$ cat src/rtl/wb_pkg.sv
// Shared widths and the buffered write-back entry format for the register
// file write-side sequencer.
package wb_pkg;

  localparam int REG_ADDR_W = 5;
  localparam int REG_DATA_W = 32;
  localparam logic [REG_ADDR_W-1:0] REG_ZERO = 5'd0;

  typedef struct packed {
    logic                  live;
    logic [REG_ADDR_W-1:0] dest;
    logic [REG_DATA_W-1:0] data;
  } wb_entry_t;

  function automatic logic is_real_dest(input logic [REG_ADDR_W-1:0] dest);
    return dest != REG_ZERO;
  endfunction

endpackage

$ cat src/rtl/reg_writeback_arbiter_if.sv
// Bundle of the ALU/memory result handshakes, register-file write port and
// hazard lookup seen by the write-back arbiter.
interface reg_writeback_arbiter_if;
  import wb_pkg::*;

  logic                  alu_wb_valid;
  logic [REG_ADDR_W-1:0] alu_wb_dest;
  logic [REG_DATA_W-1:0] alu_wb_data;
  logic                  alu_wb_stall;

  logic                  mem_wb_valid;
  logic                  mem_wb_ready;
  logic [REG_ADDR_W-1:0] mem_wb_dest;
  logic [REG_DATA_W-1:0] mem_wb_data;

  logic                  reg_write_en;
  logic [REG_ADDR_W-1:0] reg_write_dest;
  logic [REG_DATA_W-1:0] reg_write_data;

  logic [REG_ADDR_W-1:0] reg_read_addr_1;
  logic [REG_ADDR_W-1:0] reg_read_addr_2;
  logic                  pend_hit_1;
  logic                  pend_hit_2;

  modport master (
    output alu_wb_valid, alu_wb_dest, alu_wb_data,
    input  alu_wb_stall,
    output mem_wb_valid, mem_wb_dest, mem_wb_data,
    input  mem_wb_ready,
    input  reg_write_en, reg_write_dest, reg_write_data,
    output reg_read_addr_1, reg_read_addr_2,
    input  pend_hit_1, pend_hit_2
  );

  modport slave (
    input  alu_wb_valid, alu_wb_dest, alu_wb_data,
    output alu_wb_stall,
    input  mem_wb_valid, mem_wb_dest, mem_wb_data,
    output mem_wb_ready,
    output reg_write_en, reg_write_dest, reg_write_data,
    input  reg_read_addr_1, reg_read_addr_2,
    output pend_hit_1, pend_hit_2
  );

endinterface

$ cat src/rtl/wb_fifo.sv
// Memory-result buffer: circular storage with per-entry live bits that can be
// squashed by destination, plus per-entry destination match for hazard lookup.
module wb_fifo
  import wb_pkg::*;
#(
  parameter int DEPTH = 4
) (
  input  logic                  clk,
  input  logic                  rst,
  input  logic                  push,
  input  wb_entry_t             push_entry,
  input  logic                  pop,
  output wb_entry_t             head,
  output logic                  empty,
  output logic                  full,
  input  logic                  squash_en,
  input  logic [REG_ADDR_W-1:0] squash_dest,
  input  logic [REG_ADDR_W-1:0] lookup_addr_1,
  input  logic [REG_ADDR_W-1:0] lookup_addr_2,
  output logic [DEPTH-1:0]      match_1,
  output logic [DEPTH-1:0]      match_2
);

  localparam int PTR_W = $clog2(DEPTH);

  wb_entry_t        mem_q [DEPTH];
  logic [PTR_W:0]   wr_ptr;
  logic [PTR_W:0]   rd_ptr;
  logic [PTR_W-1:0] wr_idx;
  logic [PTR_W-1:0] rd_idx;
  logic             do_push;
  logic             do_pop;

  assign wr_idx  = wr_ptr[PTR_W-1:0];
  assign rd_idx  = rd_ptr[PTR_W-1:0];
  assign empty   = (wr_ptr == rd_ptr);
  assign full    = (wr_ptr[PTR_W] != rd_ptr[PTR_W]) && (wr_idx == rd_idx);
  assign head    = mem_q[rd_idx];
  assign do_push = push && !full;
  assign do_pop  = pop && !empty;

  // Live bits double as occupancy: popped and reset slots are never live, so
  // the match vectors need no separate valid mask.
  always_ff @(posedge clk) begin
    if (rst) begin
      wr_ptr <= '0;
      rd_ptr <= '0;
      for (int i = 0; i < DEPTH; i++) mem_q[i].live <= 1'b0;
    end else begin
      if (do_push) wr_ptr <= wr_ptr + 1'b1;
      if (do_pop)  rd_ptr <= rd_ptr + 1'b1;
      for (int i = 0; i < DEPTH; i++) begin
        if (squash_en && mem_q[i].dest == squash_dest) mem_q[i].live <= 1'b0;
        if (do_pop && PTR_W'(i) == rd_idx) mem_q[i].live <= 1'b0;
        if (do_push && PTR_W'(i) == wr_idx) begin
          mem_q[i].live <= push_entry.live &&
                           !(squash_en && push_entry.dest == squash_dest);
          mem_q[i].dest <= push_entry.dest;
          mem_q[i].data <= push_entry.data;
        end
      end
    end
  end

  always_comb begin
    match_1 = '0;
    match_2 = '0;
    for (int i = 0; i < DEPTH; i++) begin
      match_1[i] = mem_q[i].live && (mem_q[i].dest == lookup_addr_1);
      match_2[i] = mem_q[i].live && (mem_q[i].dest == lookup_addr_2);
    end
  end

endmodule

$ cat src/rtl/reg_writeback_arbiter.sv
// Merges ALU and buffered memory results onto the single register-file write
// port, with starvation relief for the memory side and read hazard reporting.
module reg_writeback_arbiter
  import wb_pkg::*;
#(
  parameter int DEPTH      = 4,
  parameter int STARVE_MAX = 8
) (
  input logic                    clk,
  input logic                    rst,
  reg_writeback_arbiter_if.slave wb
);

  localparam int CNT_W = $clog2(STARVE_MAX + 1);

  wb_entry_t             push_entry;
  wb_entry_t             head;
  logic                  fifo_empty;
  logic                  fifo_full;
  logic                  alu_win;
  logic                  push;
  logic                  pop;
  logic [DEPTH-1:0]      match_1;
  logic [DEPTH-1:0]      match_2;

  logic [CNT_W-1:0]      starve_cnt;
  logic [CNT_W-1:0]      starve_cnt_next;
  logic                  stall_q;
  logic                  stall_next;

  logic                  wr_en_q;
  logic [REG_ADDR_W-1:0] wr_dest_q;
  logic [REG_DATA_W-1:0] wr_data_q;
  logic                  wr_en_next;
  logic [REG_ADDR_W-1:0] wr_dest_next;
  logic [REG_DATA_W-1:0] wr_data_next;

  assign alu_win         = wb.alu_wb_valid && is_real_dest(wb.alu_wb_dest);
  assign pop             = !alu_win && !fifo_empty;
  assign wb.mem_wb_ready = !fifo_full && !rst;
  assign push            = wb.mem_wb_valid && wb.mem_wb_ready;

  assign push_entry.live = is_real_dest(wb.mem_wb_dest);
  assign push_entry.dest = wb.mem_wb_dest;
  assign push_entry.data = wb.mem_wb_data;

  wb_fifo #(.DEPTH(DEPTH)) u_fifo (
    .clk           (clk),
    .rst           (rst),
    .push          (push),
    .push_entry    (push_entry),
    .pop           (pop),
    .head          (head),
    .empty         (fifo_empty),
    .full          (fifo_full),
    .squash_en     (alu_win),
    .squash_dest   (wb.alu_wb_dest),
    .lookup_addr_1 (wb.reg_read_addr_1),
    .lookup_addr_2 (wb.reg_read_addr_2),
    .match_1       (match_1),
    .match_2       (match_2)
  );

  // The stall cycle itself always ends the starvation run, even if the ALU
  // ignores the stall and wins again.
  always_comb begin
    starve_cnt_next = starve_cnt;
    if (stall_q || fifo_empty || pop) starve_cnt_next = '0;
    else if (alu_win)                 starve_cnt_next = starve_cnt + 1'b1;
    stall_next = (starve_cnt_next == CNT_W'(STARVE_MAX));
  end

  always_comb begin
    wr_en_next   = 1'b0;
    wr_dest_next = REG_ZERO;
    wr_data_next = '0;
    if (alu_win) begin
      wr_en_next   = 1'b1;
      wr_dest_next = wb.alu_wb_dest;
      wr_data_next = wb.alu_wb_data;
    end else if (pop && head.live && is_real_dest(head.dest)) begin
      wr_en_next   = 1'b1;
      wr_dest_next = head.dest;
      wr_data_next = head.data;
    end
  end

  always_ff @(posedge clk) begin
    if (rst) begin
      starve_cnt <= '0;
      stall_q    <= 1'b0;
      wr_en_q    <= 1'b0;
      wr_dest_q  <= REG_ZERO;
      wr_data_q  <= '0;
    end else begin
      starve_cnt <= starve_cnt_next;
      stall_q    <= stall_next;
      wr_en_q    <= wr_en_next;
      wr_dest_q  <= wr_dest_next;
      wr_data_q  <= wr_data_next;
    end
  end

  assign wb.alu_wb_stall   = stall_q;
  assign wb.reg_write_en   = wr_en_q;
  assign wb.reg_write_dest = wr_dest_q;
  assign wb.reg_write_data = wr_data_q;

  // A write sitting in the output register has not reached the file yet.
  assign wb.pend_hit_1 = is_real_dest(wb.reg_read_addr_1) &&
                         ((|match_1) || (wr_en_q && wr_dest_q == wb.reg_read_addr_1));
  assign wb.pend_hit_2 = is_real_dest(wb.reg_read_addr_2) &&
                         ((|match_2) || (wr_en_q && wr_dest_q == wb.reg_read_addr_2));

endmodule

$ cat src/flat_wrapper.sv
// flat-port wrapper written by rule: the top's interface ports become plain ports
module reg_writeback_arbiter_flat import wb_pkg::*;
#(
  parameter int DEPTH      = 4,
  parameter int STARVE_MAX = 8
)
  (clk, rst, wb_alu_wb_valid, wb_alu_wb_dest, wb_alu_wb_data, wb_alu_wb_stall, wb_mem_wb_valid, wb_mem_wb_dest, wb_mem_wb_data, wb_mem_wb_ready, wb_reg_write_en, wb_reg_write_dest, wb_reg_write_data, wb_reg_read_addr_1, wb_reg_read_addr_2, wb_pend_hit_1, wb_pend_hit_2);
  reg_writeback_arbiter_if wb_i ();
  input logic clk;
  input logic rst;
  input wire logic [$bits(wb_i.alu_wb_valid)-1:0] wb_alu_wb_valid;
  input wire logic [$bits(wb_i.alu_wb_dest)-1:0] wb_alu_wb_dest;
  input wire logic [$bits(wb_i.alu_wb_data)-1:0] wb_alu_wb_data;
  output wire logic [$bits(wb_i.alu_wb_stall)-1:0] wb_alu_wb_stall;
  input wire logic [$bits(wb_i.mem_wb_valid)-1:0] wb_mem_wb_valid;
  input wire logic [$bits(wb_i.mem_wb_dest)-1:0] wb_mem_wb_dest;
  input wire logic [$bits(wb_i.mem_wb_data)-1:0] wb_mem_wb_data;
  output wire logic [$bits(wb_i.mem_wb_ready)-1:0] wb_mem_wb_ready;
  output wire logic [$bits(wb_i.reg_write_en)-1:0] wb_reg_write_en;
  output wire logic [$bits(wb_i.reg_write_dest)-1:0] wb_reg_write_dest;
  output wire logic [$bits(wb_i.reg_write_data)-1:0] wb_reg_write_data;
  input wire logic [$bits(wb_i.reg_read_addr_1)-1:0] wb_reg_read_addr_1;
  input wire logic [$bits(wb_i.reg_read_addr_2)-1:0] wb_reg_read_addr_2;
  output wire logic [$bits(wb_i.pend_hit_1)-1:0] wb_pend_hit_1;
  output wire logic [$bits(wb_i.pend_hit_2)-1:0] wb_pend_hit_2;
  assign wb_i.alu_wb_valid = wb_alu_wb_valid;
  assign wb_i.alu_wb_dest = wb_alu_wb_dest;
  assign wb_i.alu_wb_data = wb_alu_wb_data;
  assign wb_alu_wb_stall = wb_i.alu_wb_stall;
  assign wb_i.mem_wb_valid = wb_mem_wb_valid;
  assign wb_i.mem_wb_dest = wb_mem_wb_dest;
  assign wb_i.mem_wb_data = wb_mem_wb_data;
  assign wb_mem_wb_ready = wb_i.mem_wb_ready;
  assign wb_reg_write_en = wb_i.reg_write_en;
  assign wb_reg_write_dest = wb_i.reg_write_dest;
  assign wb_reg_write_data = wb_i.reg_write_data;
  assign wb_i.reg_read_addr_1 = wb_reg_read_addr_1;
  assign wb_i.reg_read_addr_2 = wb_reg_read_addr_2;
  assign wb_pend_hit_1 = wb_i.pend_hit_1;
  assign wb_pend_hit_2 = wb_i.pend_hit_2;
  reg_writeback_arbiter #(.DEPTH(DEPTH), .STARVE_MAX(STARVE_MAX)) u_core (.clk(clk), .rst(rst), .wb(wb_i));
endmodule
$ cat config.mk
export PLATFORM = sky130hd
export DESIGN_NAME = reg_writeback_arbiter_flat
export DESIGN_NICKNAME = d
export VERILOG_FILES = /design/src/rtl/wb_pkg.sv /design/src/rtl/reg_writeback_arbiter_if.sv /design/src/rtl/wb_fifo.sv /design/src/rtl/reg_writeback_arbiter.sv /design/src/flat_wrapper.sv
export SDC_FILE = /design/constraint.sdc
export NUM_CORES = 1
export LEC_CHECK = 0
export ABC_AREA = 1
export CAP_MARGIN = 40
export CORE_AREA = 2 2 128 130
export CTS_CLUSTER_SIZE = 40
export DETAILED_ROUTE_END_ITERATION = 8
export DIE_AREA = 0 0 130 132
export HOLD_SLACK_MARGIN = 0.1
export PLACE_DENSITY = 0.85
export SLEW_MARGIN = 20
export SYNTH_ARGS = -nofsm -noshare
export SYNTH_HDL_FRONTEND = slang
export SYNTH_SLANG_ARGS = --single-unit
$ cat constraint.sdc
create_clock -name clk -period 6 [get_ports clk]
set_input_delay 1.8 -clock clk [delete_from_list [all_inputs] [get_ports clk]]
set_output_delay 1.8 -clock clk [all_outputs]
set_load 0.01 [all_outputs]
### After elaboration in Yosys (flattened, before gate mapping)

Memories as Yosys holds them, arrays and structs flattened. A register that Yosys moved wholly into a read port is not among the register bits.
Cells that the tools add are included.

* word-level logic and storage cells: 161
* output and inout port bits: 42
* input port bits: 88
* register bits after elaboration: 49
* memory bits (writable): 152
* memories kept: 1

Memory list
* u_core.u_fifo.mem_q: depth 4, width 38, read ports 5, clocked after Yosys merged registers in 1, wr ports 4, RTL line wb_fifo.sv:26 `wb_entry_t mem_q [DEPTH];`

* equal/unequal tests: 25
* mux-type cells: 60
* add/sub/neg operators: 3
* bitwise logic cells: 12
* reductions and logical operators: 53

Operator list (count)
* $eq A5 B5 Y1: 15
* $mux W32: 2
* $mux W1: 52
* $logic_and A1 B1 Y1: 35
* $reduce_bool A5 Y1: 5
* $or A1 B1 Y1: 12
* $mux W5: 2
* $eq A2 B2 Y1 const A: 4
* $mux W4: 2
* $reduce_or A4 Y1: 2
* $add A3 B1 Y3 const B: 2
* $logic_not A1 Y1: 5
* $add A4 B1 Y4 const B: 1
* $eq A1 B2 Y1 const A: 2
* $eq A4 B4 Y1 const B: 1
* $logic_not A2 Y1: 2
* $logic_or A1 B1 Y1: 4
* $mux W2: 2
* $eq A3 B3 Y1: 1
* $eq A2 B2 Y1: 1
* $ne A1 B1 Y1: 1

### Logic depth before layout (Yosys ltp)

Gate-level depths: netlist of the first run.

* word-level depth: 11
* gate-level depth with buffers: 12
* depth with buffers taken out: 10

### By module

A second synthesis of the first run with hierarchy kept.

* cell total of the unflattened synthesis: 916
* area, all modules: 9085.0 µm²

By module, submodules not included
* wb_fifo: sequential area each 4724.5 µm², cells each 672, area each 7190.6 µm², instances 1
* reg_writeback_arbiter: sequential area each 860.8 µm², cells each 244, area each 1894.3 µm², instances 1

### Least setup slack after synthesis of the first run

No wires, ideal clock.

* path kind: input port to flip-flop
* start point: input rst
* end point: memory u_core.u_fifo.mem_q[3][37] (netlist bit) (enable)
* arrival: 4.192 ns
* setup slack: 1.507 ns
* setup time: 0.301 ns
* data required time: 5.699 ns
* stages on the path: 6
* buffers on the path: 1
* cell sequence: clkbuf_1 inv_1 nand3_1 nor2_1 inv_1 nand4_1

RTL lines
* from (decl): RTL line flat_wrapper.sv:10 `input logic rst;`
* to (decl): RTL line wb_fifo.sv:26

### Worst setup path in the final report of the first run

* start point: input wb_reg_read_addr_1[2]
* end point: output wb_pend_hit_1

* longest elaborated chain between the ends: 5
* elaborated cells on any way between the ends: 14
* classes of those cells: eq/ne: 5; reduce/logical: 9

RTL lines
* from (decl): RTL line flat_wrapper.sv:22 `input wire logic [$bits(wb_i.reg_read_addr_1)-1:0] wb_reg_read_addr_1;`
* $eq A5 B5 Y1: RTL line wb_fifo.sv:69 `match_1[i] = mem_q[i].live && (mem_q[i].dest == lookup_addr_1);`
* $logic_and A1 B1 Y1: RTL line wb_fifo.sv:69
* $reduce_or A4 Y1: RTL line reg_writeback_arbiter.sv:111 `((|match_1) || (wr_en_q && wr_dest_q == wb.reg_read_addr_1));`
* $logic_or A1 B1 Y1: RTL line reg_writeback_arbiter.sv:111
* $logic_and A1 B1 Y1 *: RTL line reg_writeback_arbiter.sv:110 `assign wb.pend_hit_1 = is_real_dest(wb.reg_read_addr_1) &&`
* to (decl): RTL line flat_wrapper.sv:24 `output wire logic [$bits(wb_i.pend_hit_1)-1:0] wb_pend_hit_1;`

Mark *: on every way between the ends. The rest lies on a longest branch, timed or not.

==> results.cfg, run 1 <==
[global_routing]
grt_first_pass_wirelength_mm = 36.1
globalRouteTotalUtil = 0.272
grt_max_degree = 78
antenna_found_initial = 0
overflow = 0
grt_pass1_vias = 6988

[floorplanning]
num_rows = 46
dieArea_um2 = 17200
core_area_um2 = 15700
initial_utilization = 0.583
die_x_um = 130
die_h_um = 132
io_pins = 130

[timing]
tightest_slew_ns = 0.774
post-route-period-util = 0.914
fmax_mhz = 182
hold-worst-slack_ns = 0.506
slew_violations = 0
setup_tns_ns = 0
period_needed_ns = 5.48
setup_viol = 0
rsz0062_at_grt = false
finalHoldViolCount = 0
finClkSkew_ns = 0.0104
slew-limit-headroom = 0.484
fin_ws_ns = 0.516

[setup_path]
startpoint_type = primary input
crit_path_end_kind = primary output
path_cells = clkdlybuf4s50_1 -> inv_1 -> nor2_1 -> nor3_1 -> nand3_1 -> nand3_1 -> nor2_1 -> nor2_1 -> clkdlybuf4s50_1
cpPeakStageDelay_ns = 0.54
worstSetupPathType = primary input to primary output
worst-path-buf-inv = 3
cp_common_cell = nor2_1
cpLargestDelayFamily = buffers and inverters
cp_slowest_cell = clkdlybuf4s50_1
arrival_ns = 3.68
critPathMaxFanout = 7
cp.required_ns = 4.20

[synth]
yosys.area.top_type = edfxtp_1
syn-instance-count = 869
synthTopCellsByArea = edfxtp_1, dfxtp_1, nor2_1
ys_warn_count = 0
syn_nets = 966
synth.top_cell.area_share = 0.498
synth.avg_cell_area_um2 = 10.5
ys_ff_latch = 203
syn_area_um2 = 9160
synth_cell_types = 28
yosysSeqAreaShare = 0.610

[power]
p_leak_nw = 4.06
powerDensity_nw_per_um2 = 306
ir_worst_vdd_mv = 0.253
power.total_mw = 3.46

[placement]
dp_slack_ns = 0.557
dpl.hpwl_mm = 14.6
place_congestion = 0.962
place_area_um2 = 10600
portBuffers = 129

[final_layout]
drive_gt1_frac = 0.124
nFillCells = 1079
register_area_um2 = 5590
stdcell_area_um2 = 11300
fin_nets = 1082
mostFrequentLayoutCells = edfxtp_1, clkdlybuf4s50_1, nor2_1
multi_input_area_um2 = 3050
layout_commonest_cell = edfxtp_1
n_antenna_cell = 0
syn2layout_area_growth_pct = 23.3

[clock_tree]
cts-root-buf = clkbuf_16
cts_buffer_depth = 3
post-cts-setup-buffers = 0
h-tree-depth = 1
clk_latency_ns = 0.49
post_cts_resized = 0
clkTransAtPathRegs_ns = 0.06
cts_sinks = 203
cts-buffers-inserted = 21
cts_tree = yes
cts_hold_buffers = 0

[drt]
routedWlPerCell_um = 19.6
drt-initial-drc-count = 715
drtAntennaViolNets = 0
via_count = 7060
drtPass1Iterations = 5
routed_wl_mm = 23.8
drc = 0
viasPerCell = 5.81

[min_path]
hp-class = register to register

[run_status]
outcome = complete, no violations

[run]
max_cap_viol_count = 0
synthesized netlist by cell type:
| cell type | count |
|---|---|
| a21boi_0 | 1 |
| a21oi_1 | 27 |
| a21oi_2 | 28 |
| buf_12 | 2 |
| buf_2 | 10 |
| buf_4 | 5 |
| buf_6 | 5 |
| buf_8 | 2 |
| clkbuf_1 | 25 |
| dfxtp_1 | 51 |
| edfxtp_1 | 152 |
| ha_1 | 9 |
| inv_1 | 49 |
| inv_2 | 11 |
| nand2_1 | 113 |
| nand2_2 | 3 |
| nand3_1 | 39 |
| nand3_2 | 29 |
| nand4_1 | 10 |
| nor2_1 | 118 |
| nor2_4 | 1 |
| nor3_1 | 13 |
| o21ai_0 | 81 |
| o21ai_1 | 1 |
| o21ai_2 | 3 |
| o22ai_1 | 45 |
| xnor2_1 | 18 |
| xor2_1 | 18 |
power breakdown:
group	internal, mW	switching (mW)	leakage, nW
Combinational	0.234	0.374	1.93
Clock	0.739	0.510	0.321
Sequential	1.57	0.0329	1.81
Total	2.54	0.917	4.06
cells by family (layout without fill, tap and decap cells):
logic type	Yosys count	after routing	synth area share
AND/OR/NAND/NOR	326	326	0.165
flip-flops	203	203	0.610
AO/OA/AOI/OAI	186	186	0.121
buffers and inverters	109	239	0.0582
XOR/XNOR	36	36	0.0344
adder cells (fa/ha/maj)	9	9	0.0123
worst register-to-register path, stage by stage, from the launching register on:
cell and delay, ns:
dfxtp_2 0.33, buf_4 0.62, nor2_1 0.14, nor2_1 0.12
nand2_1 0.08, o21ai_2 0.07, inv_2 0.07, nor2_4 0.29
buf_4 0.52, nand3_1 0.24, a21oi_1 0.17
through the flow:
| stage | std cells | util |
|---|---|---|
| 2_1_floorplan | 869 | - |
| 3_3_place_gp | 1171 | 0.666 |
| 3_5_place_dp | 1177 | 0.675 |
| 4_1_cts | 1214 | 0.717 |
| 5_1_grt | 1215 | 0.719 |
| 6_report | 1215 | 0.719 |
per-layer routing:
metal,part of all wire,track usage,vias up
met2,0.50,0.456,351
met4,0.037,0.109,0
li1,-,-,3251
met3,0.077,0.0377,76
met1,0.39,0.358,3382
met5,0,0,-
path summary, 6_finish.rpt:
path,startpoint,to,slack (ns),cells past startpoint
max reg2reg,register,u_core.wb.reg_write_data[31]$_SDFF_PP0_,3.29,10
min,u_core.starve_cnt[0]$_SDFF_PP0_,u_core.starve_cnt[0]$_SDFF_PP0_,0.51,1
max,wb_reg_read_addr_1[2],wb_pend_hit_1,0.52,9
min reg2reg,u_core.starve_cnt[0]$_SDFF_PP0_,u_core.starve_cnt[0]$_SDFF_PP0_,0.51,1
area by class of cell:
| cell class | count | share of cell area |
|---|---|---|
| inverter | 60 | 0.0199 |
| sequential | 203 | 0.494 |
| tap | 216 | 0.0239 |
| multi-input combinational | 557 | 0.270 |
| timing repair buffer | 142 | 0.133 |
| clock buffer | 24 | 0.0484 |
| clock inverter | 13 | 0.0104 |
flip-flops by register name, indices dropped and copies added, names as in the netlist, named ones only:
register	count
u_core.u_fifo.wr_ptr	3
u_core.u_fifo.rd_ptr	3
u_core.wb.reg_write_data	32
u_core.u_fifo.mem_q	152
u_core.wb.reg_write_en	1
u_core.starve_cnt	4
u_core.wb.alu_wb_stall	1
u_core.wb.reg_write_dest	5
Power figures use the tool's default switching activity.
==> run 2: changes to the inputs <==
--- a/config.mk
+++ b/config.mk
@@ -6,6 +6,7 @@
 export NUM_CORES = 1
 export LEC_CHECK = 0
 export ABC_AREA = 1
+export ABC_CLOCK_PERIOD_IN_PS = 6000
 export CAP_MARGIN = 40
 export CORE_AREA = 2 2 128 130
 export CTS_CLUSTER_SIZE = 40
==> results of run 2 <==
Final layout, timing and power as in run 1 (identical DEF).
==> run 3: changes to the inputs <==
--- a/config.mk
+++ b/config.mk
@@ -12,6 +12,7 @@
 export CTS_CLUSTER_SIZE = 40
 export DETAILED_ROUTE_END_ITERATION = 8
 export DIE_AREA = 0 0 130 132
+export GPL_TIMING_DRIVEN = 0
 export HOLD_SLACK_MARGIN = 0.1
 export PLACE_DENSITY = 0.85
 export SLEW_MARGIN = 20
==> results.cfg, run 3 (synthesized netlist as in run 1, its figures left out) <==
[placement]
place_congestion = 0.946
place_area_um2 = 10700
placed_cells = 1209
dpl.hpwl_mm = 16.2
portBuffers = 120

[global_routing]
antenna_found_initial = 1
grt_pass1_vias = 7211
globalRouteTotalUtil = 0.283
grt_max_degree = 24
overflow = 0
grt_first_pass_wirelength_mm = 37.5

[clock_tree]
cts_buffer_depth = 3
cts_tree = yes
post_cts_resized = 0
cts-root-buf = clkbuf_16
cts-buffers-inserted = 21
post-cts-setup-buffers = 0
h-tree-depth = 1
clkTransAtPathRegs_ns = 0.06
clk_latency_ns = 0.50
cts_hold_buffers = 0
cts_sinks = 203

[floorplanning]
num_rows = 46
io_pins = 130
die_h_um = 132
die_x_um = 130
dieArea_um2 = 17200
core_area_um2 = 15700
initial_utilization = 0.583

[power]
ir_worst_vdd_mv = 0.218
powerDensity_nw_per_um2 = 307
switching_share = 0.274
power.internal_mw = 2.54
power.total_mw = 3.50
p_leak_nw = 4.12
pwr-share-clk = 0.357
seq_power_share = 0.458
combPwrFrac = 0.185
p_switching_uw = 959

[drt]
drt-initial-drc-count = 840
viasPerCell = 5.77
routed_wl_mm = 24.1
drtPass1Iterations = 5
drc = 0
drtAntennaViolNets = 0
routedWlPerCell_um = 19.3
via_count = 7200

[timing]
rsz0062_at_grt = false
finClkSkew_ns = 0.0200
fmax_mhz = 177
setup_viol = 0
tightest_slew_ns = 0.842
slew_violations = 0
slew-limit-headroom = 0.439
hold-worst-slack_ns = 0.498
post-route-period-util = 0.939
finalHoldViolCount = 0
period_needed_ns = 5.63

[final_layout]
regMostFlops = u_core.u_fifo.mem_q
syn2layout_area_growth_pct = 24.5
stdcell_count = 1248
mostFrequentLayoutCells = edfxtp_1, clkdlybuf4s50_1, nor2_1
largest_register_ffs = 152
stdcell_area_um2 = 11400
fin_nets = 1113
drive_gt1_frac = 0.136
layout_commonest_cell = edfxtp_1
fin_util = 0.726

[setup_path]
cpLargestDelayFamily = buffers and inverters
cpPeakStageDelay_ns = 0.61
startpoint_type = primary input
cp_slowest_cell = clkdlybuf4s50_1
worstSetupPathType = primary input to primary output
worst-path-buf-inv = 3
path_cells = clkdlybuf4s50_1 -> inv_1 -> nor2_1 -> nor3_1 -> nand3_1 -> nand3_1 -> nor2_1 -> nor2_1 -> clkdlybuf4s50_1
arrival_ns = 3.83
cp.required_ns = 4.20
crit_path_end_kind = primary output
cp_common_cell = nor2_1
critPathMaxFanout = 7

[run_status]
outcome = complete, no violations

[min_path]
hp-class = register to register

[run]
max_cap_viol_count = 0
## run 3: cell types whose count changed in the layout (fill, tap and decap cells not counted), moves of 3 or more
| cell | change |
|---|---|
| clkdlybuf4s50_1 | -8 |
| buf_6 | +5 |
| clkinv_2 | +3 |
| buf_2 | +9 |
| clkbuf_1 | +26 |
| clkinv_1 | -3 |
## run 3: power groups by stage
stage	Sequential, mW	Combinational, mW	Clock, mW
5_1_grt	1.61	0.704	1.31
3_5_place_dp	1.63	0.629	0
2_1_floorplan	1.63	0.379	0
6_report	1.60	0.649	1.25
3_3_place_gp	1.63	0.610	0
4_1_cts	1.60	0.640	1.25
## run 3: final cells by class
| type | count | area [µm²] |
|---|---|---|
| Antenna cell | 1 | 2.50 |
| Buffer | 49 | 308 |
| Clock buffer | 26 | 564 |
| Clock inverter | 12 | 96.3 |
| Fill cell | 1070 | 4310 |
| Inverter | 60 | 225 |
| Multi-Input combinational cell | 557 | 3050 |
| Sequential cell | 203 | 5590 |
| Tap cell | 216 | 270 |
| Timing Repair Buffer | 124 | 1300 |
## run 3: tightest hold or removal path, cell delays in order, from the launching register on
cell and delay [ns]:
dfxtp_1 0.33, inv_1 0.07, a21oi_1 0.06
## run 3: metal layers
metal | vias up | GRT usage | routed length, µm
met2 | 438 | 0.473 | 11900
met3 | 70 | 0.0455 | 2080
li1 | 3325 | - | -
met1 | 3367 | 0.367 | 9350
met4 | 0 | 0.117 | 846
met5 | - | 0 | 0
## run 3: path summary, 6_finish.rpt
kind                                                to  slack [ns]                                 start  cells past startpoint
setup / recovery                         wb_pend_hit_1        0.37                 wb_reg_read_addr_1[3]                      9
hold / removal    u_core.u_fifo.rd_ptr[2]$_SDFFE_PP0N_        0.50  u_core.u_fifo.rd_ptr[2]$_SDFFE_PP0N_                      2
setup reg to reg  u_core.u_fifo.mem_q[0][23]$_DFFE_PP_        3.80  u_core.u_fifo.rd_ptr[0]$_SDFFE_PP0N_                      9
hold reg to reg   u_core.u_fifo.rd_ptr[2]$_SDFFE_PP0N_        0.50  u_core.u_fifo.rd_ptr[2]$_SDFFE_PP0N_                      2
## run 3: per-stage QoR
stage / setup WS (ns) / TNS [ns]
2_1_floorplan: 1.51 / 0
3_5_place_dp: 0.409 / 0
6_report: 0.365 / 0
4_1_cts: 0.394 / 0
3_3_place_gp: -0.162 / -0.198
5_1_grt: 0.193 / 0
